--- config.mk ---
export PLATFORM = sky130hd
export DESIGN_NAME = npxl_bar_driver_flat
export DESIGN_NICKNAME = d
export VERILOG_FILES = /design/src/rtl/npxl_bar_driver_if.sv /design/src/rtl/npxl_bar_driver.sv /design/src/flat_wrapper.sv
export SDC_FILE = /design/constraint.sdc
export NUM_CORES = 1
export LEC_CHECK = 0
export ABC_AREA = 1
export CAP_MARGIN = 20
export CORE_MARGIN = 4
export CORE_UTILIZATION = 69
export CTS_BUF_LIST = sky130_fd_sc_hd__clkbuf_2
export DETAILED_ROUTE_END_ITERATION = 10
export PLACE_DENSITY = 0.94
export SLEW_MARGIN = 30
export SYNTH_ARGS = -nofsm -noshare
export SYNTH_HDL_FRONTEND = slang
export SYNTH_SLANG_ARGS = --single-unit
--- constraint.sdc ---
create_clock -name i_clk -period 4.4 [get_ports i_clk]
set_input_delay 0.66 -clock i_clk [delete_from_list [all_inputs] [get_ports i_clk]]
set_output_delay 0.66 -clock i_clk [all_outputs]
set_load 0.01 [all_outputs]
--- src/rtl/npxl_bar_driver_if.sv ---
// rtl/npxl_bar_driver_if.sv - level request / NeoPixel output bundle for the bar driver
//
// Purpose: groups the level strobe handshake and the serial data line of
//          npxl_bar_driver so they travel together.
// Signals:
//   i_level        8  requested bar level (number of lit LEDs)
//   i_level_valid  1  one-cycle strobe qualifying i_level
//   o_npxl_data    1  WS2812 serial data
//   o_rdy          1  high when the driver is idle with no request pending
// Modports: master = level source (testbench / UART side), slave = driver.
interface npxl_bar_driver_if;
  logic [7:0] i_level;
  logic       i_level_valid;
  logic       o_npxl_data;
  logic       o_rdy;

  modport master (
    output i_level,
    output i_level_valid,
    input  o_npxl_data,
    input  o_rdy
  );

  modport slave (
    input  i_level,
    input  i_level_valid,
    output o_npxl_data,
    output o_rdy
  );
endinterface

--- src/rtl/npxl_bar_driver.sv ---
// rtl/npxl_bar_driver.sv - WS2812 bar-graph frame generator driven by a level strobe
//
// Purpose: turns an 8-bit level into one WS2812 frame of NUM_LEDS GRB words
//          (green, then yellow, then red toward the top; unlit LEDs off),
//          followed by a TRESET-cycle low latch gap.
// Ports:
//   i_clk    in   system clock
//   i_rst_n  in   asynchronous active-low reset; abandons any frame, line low
//   bus      slave modport of npxl_bar_driver_if (level strobe in, data/rdy out)
module npxl_bar_driver #(
  parameter int          NUM_LEDS    = 20,
  parameter int          GREEN_LEDS  = 12,
  parameter int          YELLOW_LEDS = 5,
  parameter logic [7:0]  BRIGHT      = 8'h10,
  parameter int          T0H         = 20,
  parameter int          T1H         = 40,
  parameter int          TBIT        = 63,
  parameter int          TRESET      = 3000
) (
  input  logic               i_clk,
  input  logic               i_rst_n,
  npxl_bar_driver_if.slave   bus
);

  localparam int LED_W = $clog2(NUM_LEDS);

  localparam logic [5:0]       CNT_LAST  = 6'(TBIT - 1);
  localparam logic [5:0]       T0H_C     = 6'(T0H);
  localparam logic [5:0]       T1H_C     = 6'(T1H);
  localparam logic [11:0]      LCNT_LAST = 12'(TRESET - 1);
  localparam logic [LED_W-1:0] LED_LAST  = LED_W'(NUM_LEDS - 1);
  localparam logic [7:0]       NUM_C     = 8'(NUM_LEDS);
  localparam logic [7:0]       GREEN_C   = 8'(GREEN_LEDS);
  localparam logic [7:0]       YEL_END_C = 8'(GREEN_LEDS + YELLOW_LEDS);

  typedef enum logic [1:0] {
    S_IDLE,
    S_LOAD,
    S_BIT,
    S_LATCH
  } state_t;

  state_t           state_q, state_d;
  logic [7:0]       lvl_q, lvl_d;
  logic             pend_q, pend_d;
  logic [7:0]       pend_lvl_q, pend_lvl_d;
  logic [LED_W-1:0] led_q, led_d;
  logic [4:0]       bit_q, bit_d;
  logic [5:0]       cnt_q, cnt_d;
  logic [11:0]      lcnt_q, lcnt_d;
  logic [23:0]      shreg_q, shreg_d;
  logic             data_q, data_d;
  logic             rdy_q, rdy_d;

  function automatic logic [7:0] sat_level(input logic [7:0] l);
    return (l > NUM_C) ? NUM_C : l;
  endfunction

  // GRB word for one LED given the captured (already saturated) level.
  function automatic logic [23:0] led_word(input logic [LED_W-1:0] idx,
                                           input logic [7:0]       lvl);
    logic [7:0] i8;
    i8 = 8'(idx);
    if (i8 >= lvl)            return 24'h000000;
    else if (i8 < GREEN_C)    return {BRIGHT, 8'h00, 8'h00};
    else if (i8 < YEL_END_C)  return {BRIGHT, BRIGHT, 8'h00};
    else                      return {8'h00, BRIGHT, 8'h00};
  endfunction

  always_comb begin
    state_d    = state_q;
    lvl_d      = lvl_q;
    pend_d     = pend_q;
    pend_lvl_d = pend_lvl_q;
    led_d      = led_q;
    bit_d      = bit_q;
    cnt_d      = cnt_q;
    lcnt_d     = lcnt_q;
    shreg_d    = shreg_q;

    // Requests arriving while busy are parked; a later one overwrites an earlier one.
    if (bus.i_level_valid && (state_q != S_IDLE)) begin
      pend_d     = 1'b1;
      pend_lvl_d = bus.i_level;
    end

    case (state_q)
      S_IDLE: begin
        if (bus.i_level_valid) begin
          lvl_d   = sat_level(bus.i_level);
          led_d   = '0;
          state_d = S_LOAD;
        end
      end
      S_LOAD: begin
        shreg_d = led_word(led_q, lvl_q);
        bit_d   = 5'd23;
        cnt_d   = 6'd0;
        state_d = S_BIT;
      end
      S_BIT: begin
        if (cnt_q == CNT_LAST) begin
          cnt_d = 6'd0;
          if (bit_q != 5'd0) begin
            shreg_d = {shreg_q[22:0], 1'b0};
            bit_d   = bit_q - 5'd1;
          end else if (led_q != LED_LAST) begin
            // Next LED's word loads straight into the shifter: no inter-LED gap.
            led_d   = led_q + 1'b1;
            shreg_d = led_word(led_q + 1'b1, lvl_q);
            bit_d   = 5'd23;
          end else begin
            lcnt_d  = 12'd0;
            state_d = S_LATCH;
          end
        end else begin
          cnt_d = cnt_q + 6'd1;
        end
      end
      S_LATCH: begin
        if (lcnt_q == LCNT_LAST) begin
          if (pend_q || bus.i_level_valid) begin
            // A strobe landing in this very cycle is newer than the parked one.
            lvl_d   = sat_level(bus.i_level_valid ? bus.i_level : pend_lvl_q);
            pend_d  = 1'b0;
            led_d   = '0;
            state_d = S_LOAD;
          end else begin
            state_d = S_IDLE;
          end
        end else begin
          lcnt_d = lcnt_q + 12'd1;
        end
      end
      default: state_d = S_IDLE;
    endcase

    // Outputs are computed from next-state values so the registered copies
    // line up with the registered counters.
    data_d = (state_d == S_BIT) && (cnt_d < (shreg_d[23] ? T1H_C : T0H_C));
    rdy_d  = (state_d == S_IDLE) && !pend_d;
  end

  always_ff @(posedge i_clk or negedge i_rst_n) begin
    if (!i_rst_n) begin
      state_q    <= S_IDLE;
      lvl_q      <= 8'd0;
      pend_q     <= 1'b0;
      pend_lvl_q <= 8'd0;
      led_q      <= '0;
      bit_q      <= 5'd0;
      cnt_q      <= 6'd0;
      lcnt_q     <= 12'd0;
      shreg_q    <= 24'd0;
      data_q     <= 1'b0;
      rdy_q      <= 1'b1;
    end else begin
      state_q    <= state_d;
      lvl_q      <= lvl_d;
      pend_q     <= pend_d;
      pend_lvl_q <= pend_lvl_d;
      led_q      <= led_d;
      bit_q      <= bit_d;
      cnt_q      <= cnt_d;
      lcnt_q     <= lcnt_d;
      shreg_q    <= shreg_d;
      data_q     <= data_d;
      rdy_q      <= rdy_d;
    end
  end

  assign bus.o_npxl_data = data_q;
  assign bus.o_rdy       = rdy_q;

endmodule

--- src/flat_wrapper.sv ---
// flat-port wrapper written by rule: the top's interface ports become plain ports
module npxl_bar_driver_flat 
#(
  parameter int          NUM_LEDS    = 20,
  parameter int          GREEN_LEDS  = 12,
  parameter int          YELLOW_LEDS = 5,
  parameter logic [7:0]  BRIGHT      = 8'h10,
  parameter int          T0H         = 20,
  parameter int          T1H         = 40,
  parameter int          TBIT        = 63,
  parameter int          TRESET      = 3000
)
  (i_clk, i_rst_n, bus_i_level, bus_i_level_valid, bus_o_npxl_data, bus_o_rdy);
  npxl_bar_driver_if bus_i ();
  input  logic i_clk;
  input  logic i_rst_n;
  input wire logic [$bits(bus_i.i_level)-1:0] bus_i_level;
  input wire logic [$bits(bus_i.i_level_valid)-1:0] bus_i_level_valid;
  output wire logic [$bits(bus_i.o_npxl_data)-1:0] bus_o_npxl_data;
  output wire logic [$bits(bus_i.o_rdy)-1:0] bus_o_rdy;
  assign bus_i.i_level = bus_i_level;
  assign bus_i.i_level_valid = bus_i_level_valid;
  assign bus_o_npxl_data = bus_i.o_npxl_data;
  assign bus_o_rdy = bus_i.o_rdy;
  npxl_bar_driver #(.NUM_LEDS(NUM_LEDS), .GREEN_LEDS(GREEN_LEDS), .YELLOW_LEDS(YELLOW_LEDS), .BRIGHT(BRIGHT), .T0H(T0H), .T1H(T1H), .TBIT(TBIT), .TRESET(TRESET)) u_core (.i_clk(i_clk), .i_rst_n(i_rst_n), .bus(bus_i));
endmodule
==> summary.md <==
| Metric | Value |
|---|---|
| Antenna cells | `0` |
| IO Pins | `13` |
| Worst r2r src | `u_core.state_q[0]` |
| Placer Congestion | `0.893` |
| Crit Path Max Fanout | `14` |
| Syn nets | `569` |
| Worst Reg-to-Reg Cells | `12` |
| Worst Path Required | `slightly below 5 ns` |
| Antenna viol nets, final | `0` |
| Final hold violation count | `0` |
| Routed vias | `3,741` |
| Achievable Freq | `between 200 and 300 MHz` |
| Number of flops mapped to enable cells by yosys | `0` |
| Clock transition at path regs | `roughly 0.21 ns` |
| Residual DRC count | `0` |
| CTS buffer count | `9` |
| Placement row count | `28` |
| CP Launch Type | `register` |
| Drt total wl | `between 10 and 15 mm` |
| Worst R2R Setup Slack | `around 0.85 ns` |
| Cell count after placement | `~600` |
| Die width | `~87 um` |
| Vias per cell | `a little under 6` |
| Detailed placement HPWL | `between 6 and 7 mm` |
| Data arrival, critical path | `4.04 ns` |
| Layout cell share with drive strength beyond 1 | `10.3%` |
| Fin crit share | `between 80 and 90%` |
| Synth area leader | `dfrtp_1` |
| Initial antenna violation count | `0` |
| Minimum clock period | `approximately 3.5 ns` |
| Ys flop type | `dfrtp_1` |
| Pwr/cell area | `approximately 540 nW/um2` |
| R2R Path End | `u_core.bus.o_npxl_data` |
| Post-DR wirelength/cell | `16.1 um` |
| Tot GR Track Use | `between 20% and 30%` |
| CORE AREA | `5990 um2` |
| Clock root cell | `clkbuf_2` |
| Nets | `581` |
| Multi-input gate area | `between 2000 and 2500 um2` |
| Setup crit end kind | `register` |
| Hold crit path type | `in -> async` |
| WS Path Type | `reg -> reg` |
| Detailed router's first-iteration violation count | `approximately 380` |
| VDD IR max | `0.428 mV` |
| Synth unique cells | `41` |
| Final instance area | `4590 um2` |
| Setup_tns | `0 ns` |
| Flip-flop and latch area | `around 1800 um2` |
| Clk buf depth | `2` |
| Ys async rst share | `between 90% and 100%` |
| Worst-skew pair later-pin latency | `between 0.5 and 0.6 ns` |
| Slew @ Worst Pin | `0.642 ns` |
| H-Tree Depth | `3` |
| Layout Cells excl Fill | `about 630` |
| Lkg Pwr | `2.19 nW` |
| Cells after Synth | `~540` |
| Number of fill cells | `around 370` |
| Slew Limit Fails | `0` |
| Input/output buffers | `12` |
| Slew headroom | `between 50% and 60%` |
| Synth top area share | `approximately 41%` |
| Post-synthesis sequential area ratio | `around two fifths` |
| Ranking of synthesized cells by area | `dfrtp_1 (41%), nand2_1 (10%), inv_1 (7.0%)` |
| CTS tree | `done` |
| RSZ-0062 raised after global routing | `false` |
| Fin Clk Skew | `between 0.02 and 0.025 ns` |
| Starting Density | `roughly 72%` |
| Tot Pwr | `2.49 mW` |
| Max Cap Violations | `0` |
| Placement Cell Area | `4420 um2` |
| Hold buffers post-CTS | `0` |
| Status | `complete, no violations` |
| Largest net degree at the start of global routing | `51` |
| CTS Sinks | `~70` |
| Mapped cell area | `around 4300 um2` |
| Synthesized area per cell | `8.01 um2` |
| Seq cells post-synth | `roughly 70` |
| Pre-Repair DR Iteration Count | `7` |
| Die height | `86.9 um` |
| Final hold slack | `0.0844 ns` |
| First-pass GRT wire length | `between 15 and 20 mm` |
| Synth Warn # | `0` |
| Endpoints failing setup | `0` |
| Die ar. | `7550 um2` |
| Vias in the first global route | `between 3,000 and 4,000` |
| GRT overflow | `0` |
| Post-cts resize count | `0` |
| Postcts setup bufs | `0` |
| Area growth, synth to finish | `6.85%` |
==> cell families (layout without fill, tap and decap cells) <==
family / Yosys count / count (layout) / share of synthesized area, %
AND/OR/NAND/NOR: 245 / 245 / 27.4
buffers and inverters: 103 / 120 / 10.2
AO/OA/AOI/OAI: 85 / 85 / 12.2
flip-flops: 72 / 72 / 42.0
adder cells (fa/ha/maj): 22 / 22 / 6.41
XOR/XNOR: 9 / 9 / 1.84
==> final cells by class <==
class | count | share of cell area (%)
clock inverter | 6 | 2.51
multi-input combinational | 361 | 44.7
sequential | 72 | 39.3
timing repair buffer | 13 | 2.73
clock buffer | 10 | 1.09
inverter | 91 | 7.61
tap | 75 | 2.05
==> per-layer routing <==
layer	track usage [%]	vias to the layer above	share of wire (%)
met4	15.7	0	3.8
met1	39.8	1767	43
met2	46.2	167	46
li1	-	1766	-
met5	0	-	0
met3	6.34	41	6.9
==> worst max-delay path, cell delays in order, from the launching register on <==
cell and delay [ns]:
dfrtp_1 0.51, inv_1 0.11, ha_1 0.59, inv_2 0.22, nor4_1 0.55, nand3_1 0.21, o21ai_0 0.25, a21oi_1 0.11
ha_1 0.34, a21oi_1 0.18, a21boi_0 0.23, nand2_1 0.08, a21oi_1 0.13
==> where the power goes <==
group          internal (mW)  total (mW)  switching [mW]
sequential             0.777       0.863          0.0864
combinational          0.321        1.11           0.793
clock                  0.250       0.511           0.261
==> metrics by stage <==
step	utilization [%]	setup slack, ns
floorplan	-	1.96
global placement	73.8	1.54
detailed placement	73.8	1.23
CTS	76.6	0.948
finish	76.6	0.855
global route	76.6	0.705
==> synth_stat cells (all sizes together) (5+ instances only) <==
library cell,instances
a21oi,18
nor2,53
xor2,5
nand2,121
ha,22
inv,91
o21ai,39
nor3,10
nand4,19
nand3,40
dfrtp,71
o31ai,16
buf,9
==> state kept, by name, summed over array words and instances, names as in the netlist <==
name and count:
u_core.pend_q 1, u_core.shreg_q 23, u_core.bus.o_rdy 1, u_core.pend_lvl_q 8
u_core.state_q 2, u_core.lcnt_q 12, u_core.lvl_q 8, u_core.bus.o_npxl_data 1
u_core.bit_q 5, u_core.cnt_q 6, u_core.led_q 5
==> layout by cell type, fill, tap and decap left out, types with 2 or more instances in the layout <==
cell type	netlist	layout
nand2_2	2	2
o31ai_2	5	5
nand4_1	19	19
nor2_8	2	2
nand3_2	3	3
dfrtp_1	71	71
o21ai_1	16	16
o21bai_1	2	2
clkdlybuf4s50_1	0	11
a21oi_1	17	17
xnor2_1	4	4
o31ai_1	11	11
nor4_1	2	2
xor2_1	5	5
nor2_2	4	4
nor3_1	8	8
inv_2	8	8
bufinv_16	0	3
nand3_1	35	35
inv_4	3	3
clkbuf_2	0	10
nand3_4	2	2
inv_1	80	80
o21ai_0	22	22
nor2_4	4	4
a21boi_0	2	2
nand2_1	118	118
a31oi_1	4	4
nor2_1	43	43
ha_1	22	22
buf_4	1	2
==> worst max path at each step <==
stage                                  from                      to
final                     u_core.state_q[0]  u_core.bus.o_npxl_data
after global routing      u_core.state_q[0]  u_core.bus.o_npxl_data
after CTS                 u_core.state_q[0]  u_core.bus.o_npxl_data
after detailed placement  u_core.state_q[0]  u_core.bus.o_npxl_data
after global placement    u_core.state_q[0]  u_core.bus.o_npxl_data
after floorplan           u_core.state_q[0]  u_core.bus.o_npxl_data
(Power assumes the default switching activity.)
